==> config.mk <==
export PLATFORM = sky130hd
export DESIGN_NAME = vga_sync_gen
export DESIGN_NICKNAME = d
export VERILOG_FILES = /design/src/rtl/vga_sync_gen.sv
export SDC_FILE = /design/constraint.sdc
export NUM_CORES = 1
export LEC_CHECK = 0
export CORE_AREA = 2 2 65 67
export CTS_CLUSTER_DIAMETER = 30
export DETAILED_ROUTE_END_ITERATION = 8
export DIE_AREA = 0 0 67 69
export PLACE_DENSITY = 0.73
export SYNTH_ARGS = -nofsm -noshare
export SYNTH_HDL_FRONTEND = slang
export SYNTH_SLANG_ARGS = --single-unit
==> constraint.sdc <==
create_clock -name clk_100mhz -period 6.6 [get_ports clk_100mhz]
set_input_delay 0.99 -clock clk_100mhz [delete_from_list [all_inputs] [get_ports clk_100mhz]]
set_output_delay 0.99 -clock clk_100mhz [all_outputs]
set_load 0.1 [all_outputs]
==> src/rtl/vga_sync_gen.sv <==
// VGA display timing generator, clocked by clk_100mhz and advanced one pixel per pix_en strobe.
//
// Ports:
//   clk_100mhz   in   system clock
//   rst          in   asynchronous, active-high reset
//   pix_en       in   pixel strobe, one clk_100mhz cycle high per pixel
//   hsync        out  horizontal sync, asserted level = SYNC_POL
//   vsync        out  vertical sync, asserted level = SYNC_POL
//   video_on     out  high while (x,y) lies in the visible area
//   x            out  horizontal pixel counter, 0..H_TOTAL-1
//   y            out  line counter, 0..V_TOTAL-1
//   frame_start  out  one-cycle pulse when the counters enter (0,0)
//   line_start   out  one-cycle pulse when x enters 0
//
// Every output is registered from the next-state counters, so the decoded
// flags always match the x/y they are presented with.
module vga_sync_gen #(
  parameter int unsigned H_VISIBLE = 640,
  parameter int unsigned H_FP      = 16,
  parameter int unsigned H_SYNC    = 96,
  parameter int unsigned H_BP      = 48,
  parameter int unsigned V_VISIBLE = 480,
  parameter int unsigned V_FP      = 10,
  parameter int unsigned V_SYNC    = 2,
  parameter int unsigned V_BP      = 33,
  parameter bit          SYNC_POL  = 1'b0
) (
  input  logic       clk_100mhz,
  input  logic       rst,
  input  logic       pix_en,
  output logic       hsync,
  output logic       vsync,
  output logic       video_on,
  output logic [9:0] x,
  output logic [9:0] y,
  output logic       frame_start,
  output logic       line_start
);

  localparam int unsigned H_TOTAL = H_VISIBLE + H_FP + H_SYNC + H_BP;
  localparam int unsigned V_TOTAL = V_VISIBLE + V_FP + V_SYNC + V_BP;

  localparam logic [9:0] H_LAST = 10'(H_TOTAL - 1);
  localparam logic [9:0] V_LAST = 10'(V_TOTAL - 1);

  // 11-bit bounds: a sync window ending exactly at 1024 must still be representable.
  localparam logic [10:0] H_VIS_END  = 11'(H_VISIBLE);
  localparam logic [10:0] H_SYNC_BEG = 11'(H_VISIBLE + H_FP);
  localparam logic [10:0] H_SYNC_END = 11'(H_VISIBLE + H_FP + H_SYNC);
  localparam logic [10:0] V_VIS_END  = 11'(V_VISIBLE);
  localparam logic [10:0] V_SYNC_BEG = 11'(V_VISIBLE + V_FP);
  localparam logic [10:0] V_SYNC_END = 11'(V_VISIBLE + V_FP + V_SYNC);

  if (H_TOTAL > 1024 || V_TOTAL > 1024 || H_TOTAL == 0 || V_TOTAL == 0) begin : g_bad_cfg
    $error("vga_sync_gen: line/frame totals must be in 1..1024");
  end

  logic [9:0] x_d;
  logic [9:0] y_d;
  logic       x_wrap;
  logic       hsync_d;
  logic       vsync_d;
  logic       video_on_d;
  logic       line_start_d;
  logic       frame_start_d;

  // Counter progression: x wraps at H_TOTAL, y steps only on that wrap.
  always_comb begin
    x_wrap = (x == H_LAST);
    x_d    = x_wrap ? 10'd0 : x + 10'd1;
    y_d    = y;
    if (x_wrap) begin
      y_d = (y == V_LAST) ? 10'd0 : y + 10'd1;
    end
  end

  // Decode from the next-state counters so outputs align with the new x/y.
  always_comb begin
    hsync_d = ~SYNC_POL;
    vsync_d = ~SYNC_POL;
    if ({1'b0, x_d} >= H_SYNC_BEG && {1'b0, x_d} < H_SYNC_END) begin
      hsync_d = SYNC_POL;
    end
    if ({1'b0, y_d} >= V_SYNC_BEG && {1'b0, y_d} < V_SYNC_END) begin
      vsync_d = SYNC_POL;
    end
    video_on_d    = ({1'b0, x_d} < H_VIS_END) && ({1'b0, y_d} < V_VIS_END);
    line_start_d  = (x_d == 10'd0);
    frame_start_d = (x_d == 10'd0) && (y_d == 10'd0);
  end

  // Reset parks the counters on the last pixel so the first strobe lands on (0,0).
  always_ff @(posedge clk_100mhz or posedge rst) begin
    if (rst) begin
      x           <= H_LAST;
      y           <= V_LAST;
      hsync       <= ~SYNC_POL;
      vsync       <= ~SYNC_POL;
      video_on    <= 1'b0;
      line_start  <= 1'b0;
      frame_start <= 1'b0;
    end else begin
      // Pulses last a single clk_100mhz cycle, even with pix_en held high.
      line_start  <= 1'b0;
      frame_start <= 1'b0;
      if (pix_en) begin
        x           <= x_d;
        y           <= y_d;
        hsync       <= hsync_d;
        vsync       <= vsync_d;
        video_on    <= video_on_d;
        line_start  <= line_start_d;
        frame_start <= frame_start_d;
      end
    end
  end

endmodule

==> flow_summary.ini <==
[clocking]
cts_root_buf = clkbuf_8
holdBufCountCts = 0
clk_path_buf_depth = 2
clock_sinks = 25
ctsResizeCount = 0
cts_tree = built
clk_latency_ns = 0.27
cts_buffers = 3
postCtsSetupBuffers = 0
clkTransAtPathRegs_ns = 0.09
htreeDepth = 1

[yosys]
syn_nets = 202
synth_cells = 195
syn_area_per_cell_um2 = 9.04
yosys_warnings = 0
syn-cell-area_mm2 = 0.00176
muxShareOfSynthArea_pct = 3.12
synth_top_area_share_pct = 18.5
synth_compound_gate_area_share_pct = 14.1
synth-simple-area-share_pct = 30.0
synth_xor_area_share_pct = 8.94
seq_area_frac_synth_pct = 36.3
yosys-top-cells-area = dfrtp_1 (18%), dfstp_2 (18%), xnor2_1 (5.5%)
synth_top_family_by_area = simple AND/OR/NAND/NOR gates
ys_ff_latch = 25
synth_ff_type = dfrtp_1
synth_top_cell_by_area = dfrtp_1
synth-edff-count = 0
synthArstFlopShare_pct = 100
synth.distinct_cells = 51
synthAdderAreaFrac_pct = 2.84

[final_layout]
drive_gt1_share_pct = 16.0
n_antenna_cell = 0
syn2layout_area_growth_pct = 17.8
finalNonFillerCells = 262
multi_input_area_mm2 = 0.00104
final_cell_mix = clkdlybuf4s50_1 (27), nor2_1 (21), nand2_1 (20)
fin_nets = 220
nFillCells = 384
regArea_um2 = 641
layout_commonest_cell = clkdlybuf4s50_1

[sta]
slew_headroom_pct = 35.4
finalSetupTns_ns = 0
hold_viol = 0
fin_skew_ns = 0.00174
tightest_slew_ns = 0.965
slew_viol_final = 0
fin_crit_sh_pct = 47.2
fmax_mhz = 321
setup_viol_count_final = 0
rsz0062_at_grt = false
fin_crit_ns = 3.11

[setup_path]
required_ns = 5.61
crit_chain = clkdlybuf4s50_1
worstPathBufferInverterCount = 1
start_kind = flip-flop
crit_arrival_ns = 2.12
crit_type = flip-flop to output pin
cpLargestDelayFamily = buffers and inverters
worstSetupEndpointType = output pin
cp_max_fo = 11
critPathMaxStageDelay_ns = 1.18
slowest_stage = clkdlybuf4s50_1

[power_and_ir_drop]
ir_drop_v = 0.000373
p_leak_uw = 0.000753
power_density_mw_per_mm2 = 330

[status]
status = finished clean

[global_routing]
grt_util_all_layers_pct = 17.6
grt_max_degree = 26
grt_overflow = 0
grt_pass1_vias = 1355
antenna_found_initial = 0
grt_pass1_wl_um = 6440

[run]
maxCapViolations = 0

[floorplanning]
dieArea_mm2 = 0.00462
num_rows = 23
core_mm2 = 0.00391
die_x_um = 67
io_pins = 28
chipHeight_um = 69
start_util_pct = 45.0

[detailed_routing]
first_pass_iters = 6
routed_via_density = 5.71
drtIter0Drc = 73
final_antenna_net_count = 0
route.vias.total = 1496
wl_per_cell_um = 14.2
drc = 0
routed_wl_um = 3720

[place]
placedCellCount = 258
portBuffers = 27
hpwl_um = 2620
globalplace.congestion = 0.825

[min_path]
hp-class = flip-flop to flip-flop
worst reg2reg max path: stages, from the launching register on:
cell     delay, ns
dfstp_2       0.61
ha_1          0.26
and4_1        0.39
nand4_4       0.19
nor4_4        0.31
xnor2_1       0.18
nor2_1        0.09
o41ai_2       0.31
per-stage QoR:
| step | total power, uW | util, % | worst slack [ns] | cell area [um^2] | hold WS, ns |
|---|---|---|---|---|---|
| final | 686 | 53.1 | 3.49 | 2080 | 0.500 |
| after CTS | 691 | 53.1 | 3.47 | 2080 | 0.500 |
| after floorplan | 532 | - | 4.01 | 1760 | 0.709 |
| after detailed placement | 593 | 51.8 | 3.54 | 2030 | 0.486 |
| after global placement | 590 | 51.8 | 3.59 | 2030 | 0.479 |
| after global routing | 722 | 53.1 | 3.41 | 2080 | 0.517 |
report_power, final:
| group | switching (uW) | total [uW] | leakage (uW) | internal (uW) |
|---|---|---|---|---|
| clock network | 52.7 | 95.6 | 0.0000217 | 42.9 |
| registers | 61.3 | 253 | 0.000291 | 191 |
| logic | 246 | 338 | 0.000441 | 92.1 |
area by class of cell:
cell class	instances	share of cell area [%]
repair buffers	27	13.0
clock buffers	3	1.99
multi-input cells	152	50.1
clock inverters	1	0.361
inverters	4	0.723
flip-flops and latches	25	30.8
well taps	50	3.01
cell usage after synthesis (2+ instances only):
cell type / count
o21ai_1: 12
o21ai_0: 4
nor2_1: 21
buf_2: 6
clkbuf_1: 6
nand4_1: 6
nor2b_1: 2
a31oi_1: 4
o32ai_1: 2
and4_1: 2
xnor2_1: 11
dfrtp_1: 13
dfstp_2: 12
ha_1: 4
nand2_1: 20
nor3_1: 4
xor2_1: 7
inv_1: 4
a21oi_1: 3
o31ai_1: 4
mux2_2: 4
nand3_1: 14
and3_1: 2
registers in the layout, summed over array words and instances (netlist names):
signal and flops:
video_on 1, line_start 1, hsync 1, y 10, frame_start 1, x 10
vsync 1
worst paths after layout:
kind	from	to	slack [ns]	depth (start not counted)
max	x[8]	x[8]	3.49	1
min	hsync	hsync	0.50	2
max reg2reg	x[0]	video_on	4.18	7
min reg2reg	hsync	hsync	0.50	2
max in group asynchronous	rst	y[0]	4.83	2
min in group asynchronous	rst	frame_start	1.22	2
kinds of logic after synthesis:
kind of cell,after synthesis
flip-flops,25
adder cells (fa/ha/maj),4
XOR/XNOR,18
buffers and inverters,18
multiplexers,5
AO/OA/AOI/OAI,37
AND/OR/NAND/NOR,88
metal layers:
layer / vias up / routed length, um / part of all wire [%] / global-route usage (%)
met3: 4 / 121 / 3.2 / 1.31
met1: 731 / 1830 / 49 / 28.0
li1: 731 / - / - / -
met4: 0 / 57 / 1.5 / 6.35
met5: - / 0 / 0 / 0
met2: 30 / 1720 / 46 / 24.4
Power figures use the tool's default switching activity.
==> patch, RTL diff (same flow settings) <==
Set the parameter `SYNC_POL` to 1'b1 (it was 1'b0).
--- a/src/rtl/vga_sync_gen.sv
+++ b/src/rtl/vga_sync_gen.sv
@@ -23,7 +23,7 @@
   parameter int unsigned V_FP      = 10,
   parameter int unsigned V_SYNC    = 2,
   parameter int unsigned V_BP      = 33,
-  parameter bit          SYNC_POL  = 1'b0
+  parameter bit          SYNC_POL  = 1'b1
 ) (
   input  logic       clk_100mhz,
   input  logic       rst,
Formal check against the unedited RTL: not equivalent (a bounded check fails within 4 cycles, from zero or initial values and one cycle with rst high).
==> patch against the unedited design <==
- routed wire length grew 2.7%
- final area grew 2.2%
- via count grew 4.5%
- sequential share of layout area shrank 0.79 points
- area after synthesis grew 5.0%
- non-clock buffer count is the same
- combinational power grew 42%
- cell count grew 4.2%
- total power grew 25%
- setup slack lost 0.049 ns
- count of clock-buffer cells in the layout grew 1
- worst hold slack gained 0.039 ns
- sequential cell count is the same
- critical path type unchanged
- largest cell class unchanged
- highest routed layer unchanged
==> patch: results (changes against the unedited design) <==
post-route clock skew 0.00510 ns (was 0.00174 ns); GR Layer Usage met1 0.288 (was 0.280); gp weighted congestion 0.867 (was 0.825); Nets 231 (was 220); number of global-route vias before repair 1322 (was 1355); per-cell routed wire length 14.0 um (was 14.2 um); Total GRT Usage 0.176 (about the same); status completed (unchanged); met2 wire length 1.73 mm (was 1.72 mm); Slew HR 0.351 (was 0.354); critical path's largest stage delay 1.23 ns (was 1.18 ns); global-route wire length before repair 6.53 mm (was 6.44 mm); Via Count 1563 (was 1496); IR drop worst, VDD 0.368 mV (was 0.373 mV); initial DRC count 80 (was 73); list of most frequent post-synthesis cells 20 x nand2_1, 15 x dfrtp_1 (was 21 x nor2_1, 20 x nand2_1, 14 x nand3_1); register area share after synthesis 0.345 (was 0.363); Psw 478 uW (was 360 uW); met2 Usage GRT 0.241 (was 0.244); Synth Area in Compound Gates 0.181 (was 0.141); Metal-1 WL 1.88 mm (was 1.83 mm); HPWL after DPL 2.80 mm (was 2.62 mm); LEAKAGE 0.000832 uW (was 0.000753 uW); Critical Path AT 2.17 ns (was 2.12 ns); post-synth cell types 58 (was 51)
-- patch: cell count changes after synthesis, moves of 3 or more --
cell and change:
a21oi_1 +3, a31oi_1 -3, and3_1 +3, buf_6 +3, clkbuf_1 -3, inv_1 +4, nand4_1 -3, nor2_1 -8
nor4_1 +3, o21ai_0 +9, o21ai_1 -7, xor2_1 -3
-- patch: final cells by class --
type	count	area (um2)
fillers	380	1790
multi-input cells	158	1070
flip-flops and latches	25	638
repair buffers	27	270
well taps	50	62.6
clock buffers	4	45.0
inverters	9	33.8
-- patch: kinds of logic after synthesis --
group	Yosys count
xor+xnor	17
flops	25
compound gates	48
simple gates	85
buf+inv	25
fa+ha+maj	4
mux	4
-- patch: stage by stage --
step                power (uW)  area [um2]  setup WS, ns  instances  hold WS (ns)
detailed placement         772        2080          3.33        269         0.527
global placement           768        2080          3.40        269         0.505
CTS                        864        2120          3.44        273         0.540
floorplan                  689        1850          3.99        208         0.732
global route               909        2120          3.36        273         0.562
finish                     859        2120          3.44        273         0.539
-- patch: power by group through the flow --
stage	Combinational [uW]	Clock (uW)	Sequential (uW)
floorplan	204	0	485
global route	505	100	303
CTS	480	92.8	290
global placement	476	0	292
detailed placement	479	0	293
finish	479	89.6	291
-- patch: path summary, 6_finish.rpt --
| kind | to | cells after the start | from |
|---|---|---|---|
| min in group asynchronous | x[7]$_DFFE_PP0P_ | 2 | rst |
| worst max register to register | vsync$_DFFE_PP0P_ | 7 | x[0]$_DFFE_PP1P_ |
| worst min register to register | x[9]$_DFFE_PP1P_ | 2 | x[9]$_DFFE_PP1P_ |
| worst min-delay path | x[9]$_DFFE_PP1P_ | 2 | x[9]$_DFFE_PP1P_ |
| worst max-delay path | x[5] | 1 | x[5]$_DFFE_PP0P_ |
| max in group asynchronous | x[5]$_DFFE_PP0P_ | 2 | rst |
